--- config.mk ---
export PLATFORM = sky130hd
export DESIGN_NAME = ifu_axil_fetch_flat
export DESIGN_NICKNAME = d
export VERILOG_FILES = /design/src/rtl/ifu_axil_fetch_if.sv /design/src/rtl/ifu_axil_fetch.sv /design/src/flat_wrapper.sv
export SDC_FILE = /design/constraint.sdc
export NUM_CORES = 1
export LEC_CHECK = 0
export CAP_MARGIN = 20
export CORE_AREA = 4 4 122 124
export CTS_CLUSTER_SIZE = 40
export DETAILED_ROUTE_END_ITERATION = 8
export DIE_AREA = 0 0 126 128
export PLACE_DENSITY = 0.79
export RECOVER_POWER = 100
export SYNTH_ARGS = -nofsm -noshare
export SYNTH_HDL_FRONTEND = slang
export SYNTH_SLANG_ARGS = --single-unit
--- constraint.sdc ---
create_clock -name clk -period 2.9 [get_ports clk]
set_clock_uncertainty 0.15 [all_clocks]
set_input_delay 0.58 -clock clk [delete_from_list [all_inputs] [get_ports clk]]
set_output_delay 0.58 -clock clk [all_outputs]
set_load 0.005 [all_outputs]
--- src/rtl/ifu_axil_fetch_if.sv ---
// AXI4-Lite read-channel bundle between the instruction fetch unit (master)
// and the instruction memory or bus (slave). Only AR and R channels exist,
// because the fetch unit never writes.
interface ifu_axil_fetch_if #(
  parameter int ADDR_WIDTH = 32,
  parameter int DATA_WIDTH = 32
);
  logic [ADDR_WIDTH-1:0] araddr;
  logic                  arvalid;
  logic                  arready;
  logic [DATA_WIDTH-1:0] rdata;
  logic [1:0]            rresp;
  logic                  rvalid;
  logic                  rready;

  modport master (
    output araddr, arvalid, rready,
    input  arready, rdata, rresp, rvalid
  );

  modport slave (
    input  araddr, arvalid, rready,
    output arready, rdata, rresp, rvalid
  );
endinterface

--- src/rtl/ifu_axil_fetch.sv ---
// Instruction fetch unit: turns each PC update into one AXI4-Lite read and
// presents the returned word to decode over a valid/ready handshake.
// FSM: IDLE -> ADDR (AR in flight) -> DATA (waiting for R) -> HOLD (offer to
// decode). A decode handshake in HOLD that coincides with fetch_req goes
// straight back to ADDR, so consecutive fetches need no idle cycle.
// All outputs come straight from flops.
//
// Optional build macro IFU_FAULT_EN: adds a 'fault' output. A misaligned pc
// completes immediately as a faulting fetch without touching the bus, and a
// non-OKAY rresp replaces the instruction with zero and raises fault. Without
// the macro the low pc bits are masked off araddr and rresp is ignored.
module ifu_axil_fetch #(
  parameter int ADDR_WIDTH = 32,
  parameter int DATA_WIDTH = 32,
  parameter int CNT_WIDTH  = 32
) (
  input  logic                  clk,
  input  logic                  rst,
  input  logic                  fetch_req,
  input  logic [ADDR_WIDTH-1:0] pc,
  ifu_axil_fetch_if.master      axi,
  output logic [DATA_WIDTH-1:0] inst,
  output logic [ADDR_WIDTH-1:0] inst_pc,
  output logic                  valid,
  input  logic                  ready,
  output logic                  busy,
  output logic [CNT_WIDTH-1:0]  fetch_cnt,
  output logic [CNT_WIDTH-1:0]  stall_cnt
`ifdef IFU_FAULT_EN
  ,
  output logic                  fault
`endif
);

  typedef enum logic [1:0] {
    IDLE = 2'd0,
    ADDR = 2'd1,
    DATA = 2'd2,
    HOLD = 2'd3
  } state_t;

  state_t                state, state_d;
  logic [ADDR_WIDTH-1:0] araddr, araddr_d;
  logic                  arvalid, arvalid_d;
  logic                  rready, rready_d;
  logic [DATA_WIDTH-1:0] inst_d;
  logic [ADDR_WIDTH-1:0] inst_pc_d;
  logic                  valid_d;
  logic                  busy_d;
  logic [CNT_WIDTH-1:0]  fetch_cnt_d;
  logic [CNT_WIDTH-1:0]  stall_cnt_d;
  logic                  start;
`ifdef IFU_FAULT_EN
  logic                  fault_d;
`endif

  assign axi.araddr  = araddr;
  assign axi.arvalid = arvalid;
  assign axi.rready  = rready;

  // Next-state and next-output logic for every register of the block.
  always_comb begin
    // NOTE: every signal written here gets a default first, so no path can
    // leave a value unassigned and turn it into a latch.
    state_d     = state;
    araddr_d    = araddr;
    arvalid_d   = arvalid;
    rready_d    = rready;
    inst_d      = inst;
    inst_pc_d   = inst_pc;
    valid_d     = valid;
    fetch_cnt_d = fetch_cnt;
    stall_cnt_d = stall_cnt;
    start       = 1'b0;
`ifdef IFU_FAULT_EN
    fault_d     = fault;
`endif

    if (state == ADDR || state == DATA) begin
      stall_cnt_d = stall_cnt + CNT_WIDTH'(1);
    end

    unique case (state)
      IDLE: begin
        if (fetch_req) begin
          start = 1'b1;
        end
      end
      ADDR: begin
        // fetch_req here is a protocol violation and is dropped.
        if (arvalid && axi.arready) begin
          arvalid_d = 1'b0;
          rready_d  = 1'b1;
          state_d   = DATA;
        end
      end
      DATA: begin
        // rready is still low in the AR handshake cycle, so an early rvalid
        // is simply not taken.
        if (axi.rvalid && rready) begin
          inst_d   = axi.rdata;
          rready_d = 1'b0;
          valid_d  = 1'b1;
          state_d  = HOLD;
`ifdef IFU_FAULT_EN
          if (axi.rresp != 2'b00) begin
            inst_d  = '0;
            fault_d = 1'b1;
          end
`endif
        end
      end
      HOLD: begin
        // Without ready, inst/inst_pc hold and fetch_req is dropped.
        if (valid && ready) begin
          valid_d     = 1'b0;
          fetch_cnt_d = fetch_cnt + CNT_WIDTH'(1);
          state_d     = IDLE;
`ifdef IFU_FAULT_EN
          fault_d     = 1'b0;
`endif
          if (fetch_req) begin
            start = 1'b1;
          end
        end
      end
      default: state_d = IDLE;
    endcase

    // Accepting a fetch overrides whatever the state case chose above.
    if (start) begin
      inst_pc_d = pc;
`ifdef IFU_FAULT_EN
      if (pc[1:0] != 2'b00) begin
        // Misaligned: finish immediately as a faulting fetch, no bus access.
        inst_d    = '0;
        valid_d   = 1'b1;
        fault_d   = 1'b1;
        arvalid_d = 1'b0;
        state_d   = HOLD;
      end else begin
        araddr_d  = {pc[ADDR_WIDTH-1:2], 2'b00};
        arvalid_d = 1'b1;
        state_d   = ADDR;
      end
`else
      araddr_d  = {pc[ADDR_WIDTH-1:2], 2'b00};
      arvalid_d = 1'b1;
      state_d   = ADDR;
`endif
    end

    busy_d = (state_d != IDLE);
  end

  // State and output registers with synchronous reset.
  always_ff @(posedge clk) begin
    // NOTE: sequential state uses non-blocking assignments so every flop
    // samples pre-edge values regardless of statement order.
    if (rst) begin
      state     <= IDLE;
      araddr    <= '0;
      arvalid   <= 1'b0;
      rready    <= 1'b0;
      inst      <= '0;
      inst_pc   <= '0;
      valid     <= 1'b0;
      busy      <= 1'b0;
      fetch_cnt <= '0;
      stall_cnt <= '0;
`ifdef IFU_FAULT_EN
      fault     <= 1'b0;
`endif
    end else begin
      state     <= state_d;
      araddr    <= araddr_d;
      arvalid   <= arvalid_d;
      rready    <= rready_d;
      inst      <= inst_d;
      inst_pc   <= inst_pc_d;
      valid     <= valid_d;
      busy      <= busy_d;
      fetch_cnt <= fetch_cnt_d;
      stall_cnt <= stall_cnt_d;
`ifdef IFU_FAULT_EN
      fault     <= fault_d;
`endif
    end
  end

endmodule

--- src/flat_wrapper.sv ---
// flat-port wrapper written by rule: the top's interface ports become plain ports
module ifu_axil_fetch_flat 
#(
  parameter int ADDR_WIDTH = 32,
  parameter int DATA_WIDTH = 32,
  parameter int CNT_WIDTH  = 32
)
  (clk, rst, fetch_req, pc, inst, inst_pc, valid, ready, busy, fetch_cnt, stall_cnt, axi_araddr, axi_arvalid, axi_rready, axi_arready, axi_rdata, axi_rresp, axi_rvalid);
  ifu_axil_fetch_if #(.ADDR_WIDTH(ADDR_WIDTH), .DATA_WIDTH(DATA_WIDTH)) axi_i ();
  input  logic clk;
  input  logic rst;
  input  logic fetch_req;
  input  logic [ADDR_WIDTH-1:0] pc;
  output logic [DATA_WIDTH-1:0] inst;
  output logic [ADDR_WIDTH-1:0] inst_pc;
  output logic valid;
  input  logic ready;
  output logic busy;
  output logic [CNT_WIDTH-1:0] fetch_cnt;
  output logic [CNT_WIDTH-1:0] stall_cnt;
  output wire logic [$bits(axi_i.araddr)-1:0] axi_araddr;
  output wire logic [$bits(axi_i.arvalid)-1:0] axi_arvalid;
  output wire logic [$bits(axi_i.rready)-1:0] axi_rready;
  input wire logic [$bits(axi_i.arready)-1:0] axi_arready;
  input wire logic [$bits(axi_i.rdata)-1:0] axi_rdata;
  input wire logic [$bits(axi_i.rresp)-1:0] axi_rresp;
  input wire logic [$bits(axi_i.rvalid)-1:0] axi_rvalid;
  assign axi_araddr = axi_i.araddr;
  assign axi_arvalid = axi_i.arvalid;
  assign axi_rready = axi_i.rready;
  assign axi_i.arready = axi_arready;
  assign axi_i.rdata = axi_rdata;
  assign axi_i.rresp = axi_rresp;
  assign axi_i.rvalid = axi_rvalid;
  ifu_axil_fetch #(.ADDR_WIDTH(ADDR_WIDTH), .DATA_WIDTH(DATA_WIDTH), .CNT_WIDTH(CNT_WIDTH)) u_core (.clk(clk), .rst(rst), .fetch_req(fetch_req), .pc(pc), .axi(axi_i), .inst(inst), .inst_pc(inst_pc), .valid(valid), .ready(ready), .busy(busy), .fetch_cnt(fetch_cnt), .stall_cnt(stall_cnt));
endmodule
# Word level (Yosys, flattened, before mapping)
# Index checks and enable logic that the tools add are counted.
# classes
addsub	2
eq_ne	6
muxes	17
n_reduce_logical	15
# op_table
op	n
$add 32x1->32 const B	2
$reduce_bool 2->1	5
$mux 1	9
$mux 2	4
$pmux 1 s2	3
$pmux 2 s3	1
$reduce_and 2->1	3
$reduce_and 3->1	2
$eq 2x2->1 const B	2
$ne 2x2->1 const B	2
$logic_and 1x1->1	3
$eq 2x1->1 const B	1
$logic_not 2->1	1
$ne 2x1->1 const B	1
$logic_or 1x1->1	1
# word_totals
regBits	164
in_bits	72
out_inout_bits	164
wordCells	50

# Logic depth before layout (Yosys ltp)
# Gate-level depths: netlist of the first run.
# logic_depth
ltp_word	5
ltp_mapped	8
ltp_nobuf	6

# Least setup slack after synthesis of the first run
# Ideal clock, no wire load.
# synth_path
path_kind	reg-to-reg
start	register u_core.state[0]
end	register u_core.stall_cnt[25]
setup_ns	0.070
arrival_ns	2.196
required_ns	2.680
slack_ns	0.484
stages_incl_launch_ff	9
n_path_buf	2
period_less_slack_ns	2.416
cell_sequence	dfxtp_1 -> inv_1 -> ha_1 -> buf_2 -> nand4_2 -> or4_1 -> buf_2 -> or4_1 -> a21oi_1
# synth_between
elab_chain_cells	2
elab_cells_between_ends	3
cone_classes	eq/ne (2); reduce/logical (1)
# synth_lines
item	line_no	rtl
start, declared	ifu_axil_fetch.sv:42	state_t state, state_d;
start signal, assigned	ifu_axil_fetch.sv:175	state <= state_d;
$eq 2x1->1 / $eq 2x2->1 (equally long branches)	ifu_axil_fetch.sv:79	if (state == ADDR || state == DATA) begin
$logic_or 1x1->1 *	ifu_axil_fetch.sv:79	
end signal, assigned	ifu_axil_fetch.sv:184	stall_cnt <= stall_cnt_d;
end, declared	ifu_axil_fetch.sv:28	output logic [CNT_WIDTH-1:0] stall_cnt
# Every way passes the cells marked *; elsewhere a longest branch is shown, timed or not.
# A chain may end at the register's enable or synchronous reset.

# Worst setup path after layout of the first run
# layout_path
start	register u_core.state[0]
end	register u_core.stall_cnt[29]
# Same word-level chain as after synthesis.

==> impl_metrics.json, run 1 <==
{
  "cp-end-kind": "register",
  "worst_pin_slew_ns": 0.638,
  "ys_seq_elements": 134,
  "io_pins": 236,
  "seq_power_share_pct": 43.4,
  "fp-row-count": 43,
  "clockBufferDepth": 2,
  "leakage_nw": 3.41,
  "hold_violations": 0,
  "synth.avg_cell_area_um2": 8.22,
  "core_um2": 13800,
  "clk_pin_slew_ns": 0.06,
  "cts_tree": "built",
  "maxCapViolations": 0,
  "switching_share_pct": 22.0,
  "cp_max_fo": 14,
  "grt_max_degree": 55,
  "crit_slowest_cell": "or4_1",
  "cp_top_family": "simple AND/OR/NAND/NOR gates",
  "num_vias": 5662,
  "cts.hold.buffers_added": 0,
  "max_freq_ghz": 0.384,
  "yosys_warnings": 0,
  "drc": 0,
  "nets": 982,
  "ys_types": 38,
  "ys_seq_area_share_pct": 46.0,
  "wl_per_cell_um": 15.0,
  "relSlewSlack_pct": 57.5,
  "crit_arrival_ns": 2.79,
  "cts_root_buffer": "clkbuf_16",
  "p_int_mw": 3.43,
  "start_util_pct": 42.3,
  "grt_usage_pct": 19.9,
  "dr.pass1.iters": 4,
  "avgViaCountPerCell": 5.17,
  "final_cell_mix": "163 x dlygate4sd3_1, 154 x nand2_1, 134 x dfxtp_1, 109 x a21oi_1, 67 x clkdlybuf4s50_1",
  "finalCritPeriodShare_pct": 89.8,
  "critPathMaxStageDelay_ns": 0.66,
  "cts.sinks": 134,
  "finalSetupTns_ns": 0,
  "setup_ws_ns": 0.295,
  "floorplan.die.width_um": 126,
  "clock_latency_ns": 0.41,
  "max-vdd-ir-drop_v": 0.000378,
  "routabilityCongestion": 0.789,
  "path_cells": "inv_1 -> ha_1 -> nand4_1 -> or4_1 -> or4_1 -> a21oi_1",
  "first_global_vias": 5280,
  "antennaDiodeCount": 0,
  "antenna_left": 0,
  "netlist_top_cells_area": "dfxtp_1 46%, nand2_1 9.9%, a21oi_1 9.4%",
  "status": "complete, no violations",
  "overflow": 0,
  "h-tree-depth": 4,
  "p_per_area_nw_per_um2": 508,
  "synth_top_cell_by_area": "dfxtp_1",
  "synth_top_area_share_pct": 46.0,
  "worst_path_most_repeated_cell": "or4_1",
  "clkPwrFrac_pct": 48.5,
  "drtIter0Drc": 247,
  "combPwrFrac_pct": 8.1,
  "cp-start-kind": "register",
  "r2r_setup_slack_ns": 0.29,
  "min_path_type": "register to register",
  "critPathBufInv": 1,
  "timing.final.max_slew_violations": 0,
  "port_buffers": 231,
  "crit_type": "register to register",
  "switching_power_mw": 0.967,
  "netlist_instances": 709,
  "postCtsSetupRepairBufs": 0,
  "post_cts_resized": 0,
  "die_h_um": 128,
  "finalSetupViolations": 0,
  "synthToLayoutAreaGrowth_pct": 48.4,
  "pre_cts_ws_ns": 0.148,
  "grt_pass1_wl_um": 26400,
  "critPathRequiredTime_ns": 3.08,
  "drt-total-wl_um": 16500,
  "fin_crit_ns": 2.61,
  "drive_gt1_share_pct": 4.92,
  "numCtsBuffers": 17,
  "netlist_area_um2": 5830,
  "final_common_cell": "dlygate4sd3_1",
  "rsz0062_at_grt": "false",
  "dp_hpwl_um": 11800,
  "grt_antenna_before_repair": 0,
  "fp.dieArea_um2": 16100
}
## power by group through the flow
stage | sequential, mW | clock (mW) | combinational, mW
finish | 1.91 | 2.13 | 0.355
detailed placement | 1.95 | 0 | 0.388
global route | 1.92 | 2.28 | 0.388
CTS | 1.91 | 2.19 | 0.390
global placement | 1.95 | 0 | 0.384
floorplan | 1.95 | 0 | 0.155
## cell type report
class | count | area (um2)
fillers | 1218 | 5120
multi-input cells | 492 | 2690
flip-flops and latches | 134 | 2680
repair buffers | 246 | 2420
clock buffers | 18 | 429
well taps | 180 | 225
clock inverters | 14 | 160
inverters | 11 | 41.3
## cell families after synthesis
logic type	synth area share, %
xor+xnor	3.00
fa+ha+maj	1.72
flops	46.0
other cells	0.0643
mux	0.343
buf+inv	7.66
simple gates	25.1
compound gates	16.1
## worst reg2reg max path, delay by kind of cell, from the launching register on
kind	cells	cell delay (ns)
AOI/OAI and AO/OA	1	0.15
adders and majority gates	1	0.37
buffers and inverters	1	0.13
DFF	1	0.40
and+or+nand+nor	3	1.33
## metal layers
layer	share of wire (%)	up-vias	track usage, %
met4	1.8	0	7.26
met5	0	-	0
met2	49	163	33.3
li1	-	2860	-
met1	43	2617	24.6
met3	5.8	22	5.79
## final timing paths
| kind | cells after the start | to | start |
|---|---|---|---|
| hold reg to reg | 2 | u_core.inst_pc[0] | u_core.inst_pc[0] |
| setup / recovery | 6 | u_core.stall_cnt[29] | u_core.state[0] |
| hold / removal | 2 | u_core.inst_pc[0] | u_core.inst_pc[0] |
| setup reg to reg | 6 | u_core.stall_cnt[29] | u_core.state[0] |
## state kept, by name, indices dropped and copies added, names as in the netlist
| signal | count |
|---|---|
| u_core.axi.arvalid | 1 |
| u_core.axi.rready | 1 |
| u_core.busy | 1 |
| u_core.fetch_cnt | 32 |
| u_core.inst | 32 |
| u_core.inst_pc | 32 |
| u_core.stall_cnt | 32 |
| u_core.state | 2 |
| u_core.valid | 1 |
## metrics by stage
step | total power, mW | hold WS [ns] | std cells | area, um2 | utilization, %
floorplan | 2.11 | 0.303 | 710 | 5830 | -
global placement | 2.34 | 0.290 | 1063 | 8110 | 58.9
detailed placement | 2.34 | 0.296 | 1063 | 8110 | 58.9
CTS | 4.49 | 0.304 | 1095 | 8700 | 63.1
global route | 4.58 | 0.323 | 1095 | 8650 | 62.8
finish | 4.40 | 0.298 | 1095 | 8650 | 62.8
## synth_stat cells
| master | n |
|---|---|
| nand2_1 | 154 |
| dfxtp_1 | 134 |
| a21oi_1 | 109 |
| clkbuf_1 | 34 |
| or4_1 | 34 |
| buf_4 | 33 |
| o31ai_1 | 31 |
| nor2_1 | 25 |
| nand3_1 | 19 |
| nand4_1 | 17 |
| o21ai_0 | 15 |
| xor2_1 | 12 |
| inv_1 | 11 |
| or3_1 | 11 |
| and4_1 | 10 |
| and3_1 | 9 |
| ha_1 | 8 |
| xnor2_1 | 8 |
| buf_2 | 6 |
| nor3_1 | 4 |
| nand4_2 | 3 |
| a21boi_0 | 2 |
| and2_1 | 2 |
| mux2i_1 | 2 |
| nor4_1 | 2 |
| o21a_1 | 2 |
| a211o_1 | 1 |
| a2bb2oi_1 | 1 |
| a31oi_1 | 1 |
| conb_1 | 1 |
| nor3b_1 | 1 |
| o211ai_1 | 1 |
| o21ba_2 | 1 |
| o21bai_1 | 1 |
| o31a_1 | 1 |
| or3b_2 | 1 |
| or4_4 | 1 |
| or4b_1 | 1 |
No activity file was read; power rests on OpenSTA's default activity.
==> inputs of run 2 (changes only) <==
- CTS_CLUSTER_DIAMETER: not set -> 200
- RECOVER_POWER: 100 -> not set
==> run 2 against run 1 <==
- cell count is the same
- global-route usage is the same
- clock power is essentially flat
- non-clock buffer count is the same
- combinational power grew 8.5%
- wire length grew 0.22%
- maximum frequency grew 0.60%
- worst hold slack gained 0.0025 ns
- via count shrank 0.32%
- design area grew 0.51%
- setup slack gained 0.016 ns
- critical path type unchanged
- largest cell class unchanged
==> impl_metrics.json, run 2 (synthesized netlist as in run 1, its figures left out) <==
{
  "antennaDiodeCount": 0,
  "finalSetupViolations": 0,
  "io_pins": 236,
  "fp-row-count": 43,
  "seq_power_share_pct": 43.2,
  "finalCritPeriodShare_pct": 89.3,
  "dr.pass1.iters": 4,
  "grt_max_degree": 55,
  "drive_gt1_share_pct": 5.90,
  "clk_pin_slew_ns": 0.06,
  "crit_arrival_ns": 2.77,
  "drc": 0,
  "num_vias": 5644,
  "clockBufferDepth": 2,
  "max-vdd-ir-drop_v": 0.000379,
  "switching_share_pct": 21.9,
  "overflow": 0,
  "cts.hold.buffers_added": 0,
  "cp_max_fo": 14,
  "die_h_um": 128,
  "finalSetupTns_ns": 0,
  "nets": 982,
  "grt_usage_pct": 19.9,
  "post_cts_resized": 0,
  "relSlewSlack_pct": 61.0,
  "max_freq_ghz": 0.386,
  "final_common_cell": "clkdlybuf4s50_1",
  "drt-total-wl_um": 16500,
  "drtIter0Drc": 235,
  "grt_antenna_before_repair": 0,
  "timing.final.max_slew_violations": 0,
  "routabilityCongestion": 0.789,
  "clkPwrFrac_pct": 48.2,
  "critPathMaxStageDelay_ns": 0.65,
  "synthToLayoutAreaGrowth_pct": 49.1,
  "combPwrFrac_pct": 8.7,
  "wl_per_cell_um": 15.1,
  "worst_path_most_repeated_cell": "or4_1",
  "avgViaCountPerCell": 5.15,
  "fin_crit_ns": 2.59,
  "antenna_left": 0,
  "postCtsSetupRepairBufs": 0,
  "crit_type": "register to register",
  "first_global_vias": 5280,
  "cp_top_family": "simple AND/OR/NAND/NOR gates",
  "path_cells": "inv_1 -> ha_1 -> nand4_2 -> or4_1 -> or4_1 -> a21oi_1",
  "final_cell_mix": "230 x clkdlybuf4s50_1, 154 x nand2_1, 134 x dfxtp_1, 109 x a21oi_1, 34 x or4_1",
  "start_util_pct": 42.3,
  "maxCapViolations": 0,
  "critPathBufInv": 1,
  "switching_power_mw": 0.973,
  "hold_violations": 0,
  "p_int_mw": 3.46,
  "clock_latency_ns": 0.41,
  "cp-end-kind": "register",
  "leakage_nw": 2.93,
  "core_um2": 13800,
  "rsz0062_at_grt": "false",
  "status": "complete, no violations",
  "power_mw": 4.43,
  "fp.dieArea_um2": 16100,
  "cp-start-kind": "register",
  "grt_pass1_wl_um": 26400,
  "numCtsBuffers": 17,
  "p_per_area_nw_per_um2": 510,
  "port_buffers": 231,
  "cts.sinks": 134,
  "floorplan.die.width_um": 126,
  "worst_pin_slew_ns": 0.585,
  "h-tree-depth": 4,
  "crit_slowest_cell": "or4_1",
  "cts_root_buffer": "clkbuf_16",
  "min_path_type": "register to register",
  "cts_tree": "built",
  "critPathRequiredTime_ns": 3.08,
  "dp_hpwl_um": 11800
}
-- run 2: layer usage --
| metal | GRT usage, % | vias up | share of wire, % |
|---|---|---|---|
| li1 | - | 2853 | - |
| met1 | 24.6 | 2605 | 43 |
| met2 | 33.3 | 162 | 49 |
| met3 | 5.79 | 24 | 5.8 |
| met4 | 7.26 | 0 | 1.8 |
| met5 | 0 | - | 0 |
-- run 2: power groups by stage --
stage          combinational [mW]  sequential (mW)  clock [mW]
2_1_floorplan               0.155             1.95           0
3_3_place_gp                0.384             1.95           0
3_5_place_dp                0.388             1.95           0
4_1_cts                     0.390             1.91        2.19
5_1_grt                     0.417             1.92        2.28
6_report                    0.385             1.91        2.13
-- run 2: worst reg2reg max path: stages (launching register included) --
cell and delay, ns:
dfxtp_1 0.40, inv_1 0.13, ha_1 0.38, nand4_2 0.11
or4_1 0.65, or4_1 0.54, a21oi_1 0.15
-- run 2: path summary, 6_finish.rpt --
check	start	to	slack, ns	cells after the start
min	u_core.inst[28]	u_core.inst[28]	0.30	2
max	u_core.state[0]	u_core.stall_cnt[29]	0.31	6
min reg2reg	u_core.inst[28]	u_core.inst[28]	0.30	2
max reg2reg	u_core.state[0]	u_core.stall_cnt[29]	0.31	6
-- run 2: layout make-up --
class                           instances  area, um2
Fill cell                            1203       5080
Clock inverter                         14        160
Sequential cell                       134       2680
Inverter                               11       41.3
Multi-Input combinational cell        492       2710
Timing Repair Buffer                  246       2450
Tap cell                              180        225
Clock buffer                           18        429
-- run 2: metrics by stage --
stage / setup slack (ns) / area, um2 / utilization, % / hold WS [ns] / cells
4_1_cts: 0.297 / 8700 / 63.1 / 0.304 / 1095
6_report: 0.310 / 8700 / 63.1 / 0.301 / 1095
2_1_floorplan: 0.484 / 5830 / - / 0.303 / 710
3_5_place_dp: 0.148 / 8110 / 58.9 / 0.296 / 1063
5_1_grt: 0.168 / 8700 / 63.1 / 0.325 / 1095
3_3_place_gp: 0.205 / 8110 / 58.9 / 0.290 / 1063
